$ cat config.mk
export PLATFORM = sky130hd
export DESIGN_NAME = adc_spi_responder_flat
export DESIGN_NICKNAME = d
export VERILOG_FILES = /design/src/rtl/adc_spi_responder_pkg.sv /design/src/rtl/adc_spi_responder_if.sv /design/src/rtl/adc_spi_responder_sync_edge.sv /design/src/rtl/adc_spi_responder.sv /design/src/flat_wrapper.sv
export SDC_FILE = /design/constraint.sdc
export NUM_CORES = 1
export LEC_CHECK = 0
export ABC_AREA = 0
export BUFFER_PORTS_ARGS = -buffer_cell sky130_fd_sc_hd__buf_2
export CORE_ASPECT_RATIO = 0.9
export CORE_MARGIN = 2
export CORE_UTILIZATION = 53
export CTS_CLUSTER_SIZE = 8
export DETAILED_ROUTE_END_ITERATION = 10
export MAX_ROUTING_LAYER = met4
export PLACE_DENSITY_LB_ADDON = 0.05
export SLEW_MARGIN = 10
export SYNTH_ARGS = -nofsm -noshare
export SYNTH_HDL_FRONTEND = slang
export SYNTH_SLANG_ARGS = --single-unit
$ cat constraint.sdc
create_clock -name CLOCK_50 -period 2.67 [get_ports CLOCK_50]
set_input_delay 0.267 -clock CLOCK_50 [delete_from_list [all_inputs] [get_ports CLOCK_50]]
set_output_delay 0.267 -clock CLOCK_50 [all_outputs]
set_load 0.02 [all_outputs]
$ cat src/rtl/adc_spi_responder_pkg.sv
// adc_resp_pkg: shared constants, FSM states and channel lookup for the ADC SPI responder.
package adc_resp_pkg;
    localparam int DATA_W = 12;
    localparam int ADDR_W = 3;
    localparam int NUM_CH = 8;
    localparam int LEAD_ZEROS = 4;
    localparam int FRAME_BITS = 16;
    localparam int ADDR_BIT_FIRST = 3;
    localparam int ADDR_BIT_LAST = 5;

    typedef enum logic {IDLE, ACTIVE} state_t;

    function automatic logic [DATA_W-1:0] ch_val(input logic [NUM_CH*DATA_W-1:0] d, input logic [ADDR_W-1:0] n);
        return d[32'(n)*DATA_W +: DATA_W];
    endfunction
endpackage

$ cat src/rtl/adc_spi_responder_if.sv
// adc_spi_responder_if: serial link between the ADC master and the responder.
interface adc_spi_responder_if;
    logic ADC_CS_N;
    logic ADC_SCLK;
    logic ADC_DIN;
    logic ADC_DOUT;
    modport master(output ADC_CS_N, ADC_SCLK, ADC_DIN, input ADC_DOUT);
    modport slave(input ADC_CS_N, ADC_SCLK, ADC_DIN, output ADC_DOUT);
endinterface

$ cat src/rtl/adc_spi_responder_sync_edge.sv
// adc_resp_sync_edge: input synchronizer with rise/fall detection on the last two synchronized samples.
module adc_resp_sync_edge #(
    parameter int STAGES = 2
) (
    input  logic clk,
    input  logic rst,
    input  logic d,
    output logic rise,
    output logic fall
);
    logic [STAGES:0] ff;

    always_ff @(posedge clk or posedge rst) begin
        if (rst) ff <= '0;
        else ff <= {ff[STAGES-1:0], d};
    end

    assign rise = ff[STAGES-1] & ~ff[STAGES];
    assign fall = ~ff[STAGES-1] & ff[STAGES];
endmodule

$ cat src/rtl/adc_spi_responder.sv
// adc_spi_responder: emulated 8-channel 12-bit serial ADC (ADC128S022-style responder).
// Define ADC_RESP_RAMP_EN to replace SAMPLE_DATA with an internal per-frame ramp.
module adc_spi_responder
    import adc_resp_pkg::*;
#(
    parameter int SYNC_STAGES = 2
`ifdef ADC_RESP_RAMP_EN
    , parameter int RAMP_STEP = 1
`endif
) (
    input  logic                          CLOCK_50,
    input  logic                          RESET,
    adc_spi_responder_if.slave            spi,
    input  logic [NUM_CH*DATA_W-1:0]      SAMPLE_DATA,
    output logic [ADDR_W-1:0]             CUR_ADDR,
    output logic                          FRAME_DONE,
    output logic                          FRAME_ERR
);
    state_t state;
    logic cs_rise, cs_fall, sclk_rise, sclk_fall, din_s, dout;
    logic [SYNC_STAGES-1:0] din_ff;
    logic [FRAME_BITS-1:0] sr;
    logic [4:0] rcnt, edge_n;
    logic [3:0] fcnt;
    logic [ADDR_W-1:0] addr_nxt;
    logic [DATA_W-1:0] val_cur, val_nxt;

    adc_resp_sync_edge #(.STAGES(SYNC_STAGES)) u_cs (
        .clk(CLOCK_50), .rst(RESET), .d(spi.ADC_CS_N), .rise(cs_rise), .fall(cs_fall));
    adc_resp_sync_edge #(.STAGES(SYNC_STAGES)) u_sclk (
        .clk(CLOCK_50), .rst(RESET), .d(spi.ADC_SCLK), .rise(sclk_rise), .fall(sclk_fall));

    // DIN only needs the synchronizer; its tap lines up with the SCLK edge detector.
    always_ff @(posedge CLOCK_50 or posedge RESET) begin
        if (RESET) din_ff <= '0;
        else din_ff <= {din_ff[SYNC_STAGES-2:0], spi.ADC_DIN};
    end
    assign din_s = din_ff[SYNC_STAGES-1];

`ifdef ADC_RESP_RAMP_EN
    logic [DATA_W-1:0] ramp;
    always_ff @(posedge CLOCK_50 or posedge RESET) begin
        if (RESET) ramp <= '0;
        else if (FRAME_DONE) ramp <= ramp + DATA_W'(RAMP_STEP);
    end
    assign val_cur = ramp + {CUR_ADDR, 9'd0};
    assign val_nxt = ramp + {addr_nxt, 9'd0};
`else
    assign val_cur = ch_val(SAMPLE_DATA, CUR_ADDR);
    assign val_nxt = ch_val(SAMPLE_DATA, addr_nxt);
`endif

    assign edge_n = rcnt + 5'd1;
    assign spi.ADC_DOUT = dout;

    always_ff @(posedge CLOCK_50 or posedge RESET) begin
        if (RESET) begin
            state <= IDLE;
            sr <= '0;
            rcnt <= '0;
            fcnt <= '0;
            addr_nxt <= '0;
            CUR_ADDR <= '0;
            dout <= 1'b0;
            FRAME_DONE <= 1'b0;
            FRAME_ERR <= 1'b0;
        end else begin
            FRAME_DONE <= 1'b0;
            FRAME_ERR <= 1'b0;
            case (state)
                IDLE: if (cs_fall) begin
                    sr <= {{LEAD_ZEROS{1'b0}}, val_cur};
                    rcnt <= '0;
                    fcnt <= '0;
                    dout <= 1'b0;
                    state <= ACTIVE;
                end
                ACTIVE: if (cs_rise) begin
                    FRAME_ERR <= rcnt != 5'd0;
                    dout <= 1'b0;
                    state <= IDLE;
                end else if (sclk_fall) begin
                    if (fcnt != 4'(FRAME_BITS-1)) begin
                        sr <= sr << 1;
                        dout <= sr[FRAME_BITS-2];
                        fcnt <= fcnt + 4'd1;
                    end
                end else if (sclk_rise) begin
                    rcnt <= edge_n;
                    if (edge_n >= 5'(ADDR_BIT_FIRST) && edge_n <= 5'(ADDR_BIT_LAST))
                        addr_nxt <= {addr_nxt[ADDR_W-2:0], din_s};
                    // Back-to-back frames: reload straight away while CS_N stays low.
                    if (edge_n == 5'(FRAME_BITS)) begin
                        CUR_ADDR <= addr_nxt;
                        FRAME_DONE <= 1'b1;
                        sr <= {{LEAD_ZEROS{1'b0}}, val_nxt};
                        dout <= 1'b0;
                        rcnt <= '0;
                        fcnt <= '0;
                    end
                end
                default: state <= IDLE;
            endcase
        end
    end
endmodule
$ cat src/flat_wrapper.sv
// flat-port wrapper written by rule: the top's interface ports become plain ports
module adc_spi_responder_flat import adc_resp_pkg::*;
#(
    parameter int SYNC_STAGES = 2

)
  (CLOCK_50, RESET, SAMPLE_DATA, CUR_ADDR, FRAME_DONE, FRAME_ERR, spi_ADC_CS_N, spi_ADC_SCLK, spi_ADC_DIN, spi_ADC_DOUT);
  adc_spi_responder_if spi_i ();
  input  logic CLOCK_50;
  input  logic RESET;
  input  logic [NUM_CH*DATA_W-1:0] SAMPLE_DATA;
  output logic [ADDR_W-1:0] CUR_ADDR;
  output logic FRAME_DONE;
  output logic FRAME_ERR;
  input wire logic [$bits(spi_i.ADC_CS_N)-1:0] spi_ADC_CS_N;
  input wire logic [$bits(spi_i.ADC_SCLK)-1:0] spi_ADC_SCLK;
  input wire logic [$bits(spi_i.ADC_DIN)-1:0] spi_ADC_DIN;
  output wire logic [$bits(spi_i.ADC_DOUT)-1:0] spi_ADC_DOUT;
  assign spi_i.ADC_CS_N = spi_ADC_CS_N;
  assign spi_i.ADC_SCLK = spi_ADC_SCLK;
  assign spi_i.ADC_DIN = spi_ADC_DIN;
  assign spi_ADC_DOUT = spi_i.ADC_DOUT;
  adc_spi_responder #(.SYNC_STAGES(SYNC_STAGES)) u_core (.CLOCK_50(CLOCK_50), .RESET(RESET), .spi(spi_i), .SAMPLE_DATA(SAMPLE_DATA), .CUR_ADDR(CUR_ADDR), .FRAME_DONE(FRAME_DONE), .FRAME_ERR(FRAME_ERR));
endmodule
## Yosys cells after proc, flatten, opt, wreduce, memory -nomap -nowiden

Cells that the tools add are included.
W data, S select, Z words.

- Register bits after elaboration: 42
- Bits of input ports: 101
- Output and inout bits: 6
- Word-level logic and storage cells: 87

- Add/sub/neg operators: 2
- Multiply operators: 2
- $lt $le $gt $ge: 2
- Equality and inequality tests: 12
- Shift operators: 2
- Multiplexer cells: 37
- Bitwise logic cells: 11
- Reductions and logical operators: 7

Operators by type and width:

| cell | count |
|---|---|
| $shiftx A96 B8 Y12 | 2 |
| $mux W15 | 6 |
| $pmux W15 S2 | 1 |
| $mux W5 | 5 |
| $mux W4 | 6 |
| $ne A4 B4 Y1 const B | 4 |
| $mux W1 | 15 |
| $reduce_and A5 Y1 | 3 |
| $mul A3 B2 Y5 const B | 2 |
| $pmux W5 S2 | 1 |
| $ne A3 B3 Y1 const B | 3 |
| $pmux W4 S2 | 1 |
| $reduce_and A4 Y1 | 2 |
| $not A1 Y1 | 7 |
| $ne A2 B2 Y1 const B | 3 |
| $add A5 B1 Y5 const B | 1 |
| $eq A5 B5 Y1 const B | 1 |
| $ge A5 B2 Y1 const B | 1 |
| $le A5 B3 Y1 const B | 1 |
| $reduce_bool A5 Y1 | 1 |
| $add A4 B1 Y4 const B | 1 |
| $and A1 B1 Y1 | 4 |
| $pmux W1 S2 | 2 |
| $ne A2 B1 Y1 const B | 1 |
| $logic_and A1 B1 Y1 | 1 |

## Longest topological paths before layout

- Word-level depth: 7
- Gate-level depth with buffers: 9
- Mapped depth without buffers: 7

## Cells and area by module

A second synthesis with hierarchy kept.

- Cell total of the unflattened synthesis: 337
- Area, all modules: 3515.9 um2

By module, submodules not included:

| module | times used | cells an instance | area each (um2) | sequential area each (um2) |
|---|---|---|---|---|
| adc_spi_responder | 1 | 325 | 3328.2 | 900.9 |
| adc_resp_sync_edge | 2 | 6 | 93.8 | 75.1 |

## Worst setup path before layout

Ideal clock, no wire load.

- Path type: register to register
- From: reg u_core.CUR_ADDR[0]
- To: reg u_core.sr[2]
- Data arrival time: 2.048 ns
- Required time: 2.545 ns
- Path slack: 0.497 ns
- Stages on the path, launching flop included: 7
- Period minus slack after synthesis: 2.173 ns
- Cells stage by stage: dfrtp_1 buf_2 buf_2 mux4_2 a22oi_1 o21ai_0 mux2_4

- Word-level cells in the longest chain between the ends: 4

Ends and longest elaborated chain:

| element | RTL line | text |
|---|---|---|
| start: declaration | adc_spi_responder.sv:15 | `output logic [ADDR_W-1:0] CUR_ADDR,` |
| start signal: assignment | adc_spi_responder.sv:94 | `CUR_ADDR <= addr_nxt;` |
| $mul A3 B2 Y5 | adc_spi_responder_pkg.sv:14 | `return d[32'(n)*DATA_W +: DATA_W];` |
| $shiftx A96 B8 Y12 | adc_spi_responder_pkg.sv:14 |  |
| $mux W15 | adc_spi_responder.sv:71 | `IDLE: if (cs_fall) begin` |
| $pmux W15 S2 | adc_spi_responder.sv:70 | `case (state)` |
| end signal: assignment | adc_spi_responder.sv:72 | `sr <= {{LEAD_ZEROS{1'b0}}, val_cur};` |
| end signal: assignment | adc_spi_responder.sv:84 | `sr <= sr << 1;` |
| end signal: assignment | adc_spi_responder.sv:96 | `sr <= {{LEAD_ZEROS{1'b0}}, val_nxt};` |
| end: declaration | adc_spi_responder.sv:22 | `logic [FRAME_BITS-1:0] sr;` |

Every way passes these cells. The select of a mux whose other input is x is not followed.
A chain may end at the register's enable or synchronous reset.

## Final worst setup path

- From: reg u_core.u_sclk.ff[1]
- To: reg u_core.addr_nxt[2]

- Word-level cells in the longest chain between the ends: 4
- Elaborated cells on any way between the ends: 5
- Those cells by class: bitwise: 4; reduce/logical: 1

Ends and longest elaborated chain:

| element | RTL line | text |
|---|---|---|
| start: declaration | adc_spi_responder_sync_edge.sv:11 | `logic [STAGES:0] ff;` |
| start signal: assignment | adc_spi_responder_sync_edge.sv:15 | `else ff <= {ff[STAGES-1:0], d};` |
| $not A1 Y1 | adc_spi_responder_sync_edge.sv:19 | `assign fall = ~ff[STAGES-1] & ff[STAGES];` |
| $and A1 B1 Y1 | adc_spi_responder_sync_edge.sv:19 |  |
| $not A1 Y1 (no source line) | n/a |  |
| $reduce_and A5 Y1 (no source line) (*) | n/a |  |
| end signal: assignment | adc_spi_responder.sv:91 | `addr_nxt <= {addr_nxt[ADDR_W-2:0], din_s};` |
| end: declaration | adc_spi_responder.sv:25 | `logic [ADDR_W-1:0] addr_nxt;` |

Mark *: on every way between the ends. The rest lies on a longest branch, timed or not.

==> results.toml <==
[grt]
grt_max_degree = 43
grt_pass1_vias = 2984
track_usage_pct = 25.3
antenna_found_initial = 0
grt_overflow_total = 0
grt_pass1_wl_microns = 14300

[timing]
worstMarginPinSlew_ns = 0.836
layout_min_cycle_time_ns = 2.33
setup_viol = 0
finalCritPeriodShare_pct = 87.4
fmax_mhz = 428
rsz0062_at_grt = "false"
tns_ns = 0
finClkSkew_ns = 0.00686
slew_viol_final = 0
relSlewSlack_pct = 44.3
finalHoldViolCount = 0

[flow_run]
maxCapViolations = 0

[clock_network]
cts_hold_buf = 0
clock_latency_ns = 0.29
clk_pin_slew_worst_paths_ns = 0.08
cts.sinks = 42
cts_resized = 0
htree_levels = 2
cts_max_path_buffers = 2
root_buffer = "clkbuf_8"
postCtsSetupRepairBufs = 0
cts_tree = "built"
cts_buffers = 5

[pwr]
powerDensity_mw_per_mm2 = 622
ir_worst_vdd_v = 0.000346
p_total_mw = 2.63
p_leak_nw = 1.85

[detailed_routing]
via_count = 2945
wl_per_cell_microns = 17.8
totalWireLength_microns = 8700
drtPass1Iterations = 5
drc = 0
via_per_inst = 6.02
initialDrtViolationCount = 211
postRouteAntennaNets = 0

[worst_setup_path]
slowest_stage = "nor3_1"
r2r_slack_ns = 0.34
path_max_fanout = 12
startpoint_type = "flip-flop"
worstReg2RegEnd = "u_core.addr_nxt[2]"
endpoint_kind = "flip-flop"
r2r_cells = 6
max_stage_delay_ns = 0.45
path_class = "reg -> reg"
r2r_start = "u_core.u_sclk.ff[1]"
path_cells = "inv_1 > ha_1 > nor2b_1 > nand3_1 > nor3_1 > mux2_2"
crit_arrival_ns = 2.51
cp.required_ns = 2.85

[die]
die_w_microns = 90.0
start_util_pct = 54.1
boundaryPins = 107
die-area_sq_mm = 0.00732
rows = 28
fp.dieH_microns = 81.4
core_area_sq_mm = 0.00652

[hold_path]
holdCritStartpoint = "spi_ADC_SCLK"
hp-class = "in -> reg"
hold_end = "u_core.u_sclk.ff[0]"
min_path_cells = 1

[final_layout]
drive_above_1_share_pct = 48.1
fin_util_pct = 64.9
nNetsFinal = 505
final_cell_mix = "buf_2 (106), dfrtp_1 (41), mux4_2 (39)"
area_growth_pct = 19.8
n_antenna_cell = 0
layout.cells.most_common = "buf_2"

[synthesis]
synthDistinctLibCells = 42
synth_area_leaders = "dfrtp_1 (30%), mux4_2 (25%), mux2_2 (6.7%)"
synth_top_area_share_pct = 29.8
syn_avg_cell_area_sq_um = 11.7
synth_nets = 408
netlist_area_sq_mm = 0.00353
synth.yosys.seq_area_share_pct = 29.8
synth_cells = 301
synth_top_area_cell = "dfrtp_1"
yosys_warnings = 0
synth-seq-cells = 42

[placement]
io_buffers = 106
place_congestion = 0.819
hpwlAfterDp_microns = 6550

[run_status]
status = "completed"
-- synthesized netlist by cell type, drive strengths merged --
library cell,instances
xnor2,1
buf,11
a32o,1
and3,6
o21ai,23
mux2,27
nor3,5
nor2,8
nand3,4
a22oi,11
mux2i,18
nand2,6
maj3,1
a22o,3
a21oi,8
o22ai,2
ha,6
a31oi,3
nor2b,15
a21o,1
clkbuf,13
and2,1
or2b,1
o2bb2ai,1
a41o,1
o31ai,4
a311oi,2
clkinv,1
dfrtp,42
a211oi,10
a221oi,1
a2111o,1
mux4,39
o21ba,1
nand2b,6
inv,13
xor2,1
o211ai,3
-- logic make-up (layout without fill, tap and decap cells) --
| group | Yosys count | count (layout) | share of synthesized area, % |
|---|---|---|---|
| multiplexers | 84 | 84 | 39.3 |
| AO/OA/AOI/OAI | 76 | 76 | 14.9 |
| AND/OR/NAND/NOR | 52 | 52 | 8.09 |
| flip-flops | 42 | 42 | 29.8 |
| buffers and inverters | 38 | 136 | 5.07 |
| adder cells (fa/ha/maj) | 7 | 7 | 2.41 |
| XOR/XNOR | 2 | 2 | 0.497 |
-- registers in the layout, indices dropped and copies added (netlist names) --
| register | cells |
|---|---|
| u_core.sr | 15 |
| u_core.spi.ADC_DOUT | 1 |
| u_core.fcnt | 4 |
| u_core.u_sclk.ff | 3 |
| u_core.rcnt | 5 |
| u_core.addr_nxt | 3 |
| u_core.CUR_ADDR | 3 |
| u_core.u_cs.ff | 3 |
| u_core.FRAME_DONE | 1 |
| u_core.din_ff | 2 |
| u_core.FRAME_ERR | 1 |
| u_core.state | 1 |
-- stage by stage --
stage	worst slack [ns]	cell area, sq um	std cells	hold slack, ns
2_1_floorplan	0.497	3530	301	0.298
3_3_place_gp	0.405	4120	481	0.336
3_5_place_dp	0.367	4120	481	0.346
4_1_cts	0.347	4230	489	0.0680
5_1_grt	0.200	4230	489	0.0598
6_report	0.336	4230	489	0.0729
-- layer usage --
| layer | routed length [microns] | track usage, % | up-vias |
|---|---|---|---|
| li1 | - | - | 1374 |
| met1 | 3870 | 34.8 | 1457 |
| met2 | 4340 | 40.1 | 106 |
| met3 | 443 | 4.08 | 8 |
| met4 | 51 | 6.00 | 0 |
| met5 | 0 | - | - |
-- final cells by class --
class                      instances  area [sq um]
multi-input combinational        221          2300
clock buffer                       5          68.8
inverter                          14          52.6
clock inverter                     3          40.0
tap                               90           113
fill                             567          2290
sequential                        42          1050
timing repair buffer             114           603
-- worst max-delay path, delay by kind of cell, from the launching register on --
family	cells	cell delay [ns]
and+or+nand+nor	3	1.01
muxes	1	0.39
DFF	1	0.38
adders and majority gates	1	0.38
buffers and inverters	1	0.05
-- worst max path at each step --
stage | start | to | slack [ns] | cells past startpoint
after floorplan | u_core.CUR_ADDR[0] | u_core.sr[2] | 0.50 | 6
after global placement | u_core.u_sclk.ff[1] | u_core.addr_nxt[0] | 0.40 | 6
after detailed placement | u_core.u_sclk.ff[1] | u_core.sr[11] | 0.37 | 6
after CTS | u_core.u_sclk.ff[1] | u_core.sr[9] | 0.35 | 6
after global routing | u_core.u_sclk.ff[1] | u_core.addr_nxt[2] | 0.20 | 6
final | u_core.u_sclk.ff[1] | u_core.addr_nxt[2] | 0.34 | 6
-- where the power goes --
group	leakage, nW	internal, mW	switching, mW
logic	1.26	0.676	0.474
registers	0.530	0.773	0.208
clock network	0.0579	0.275	0.224
Note: power is estimated with default switching activity, not from simulation.
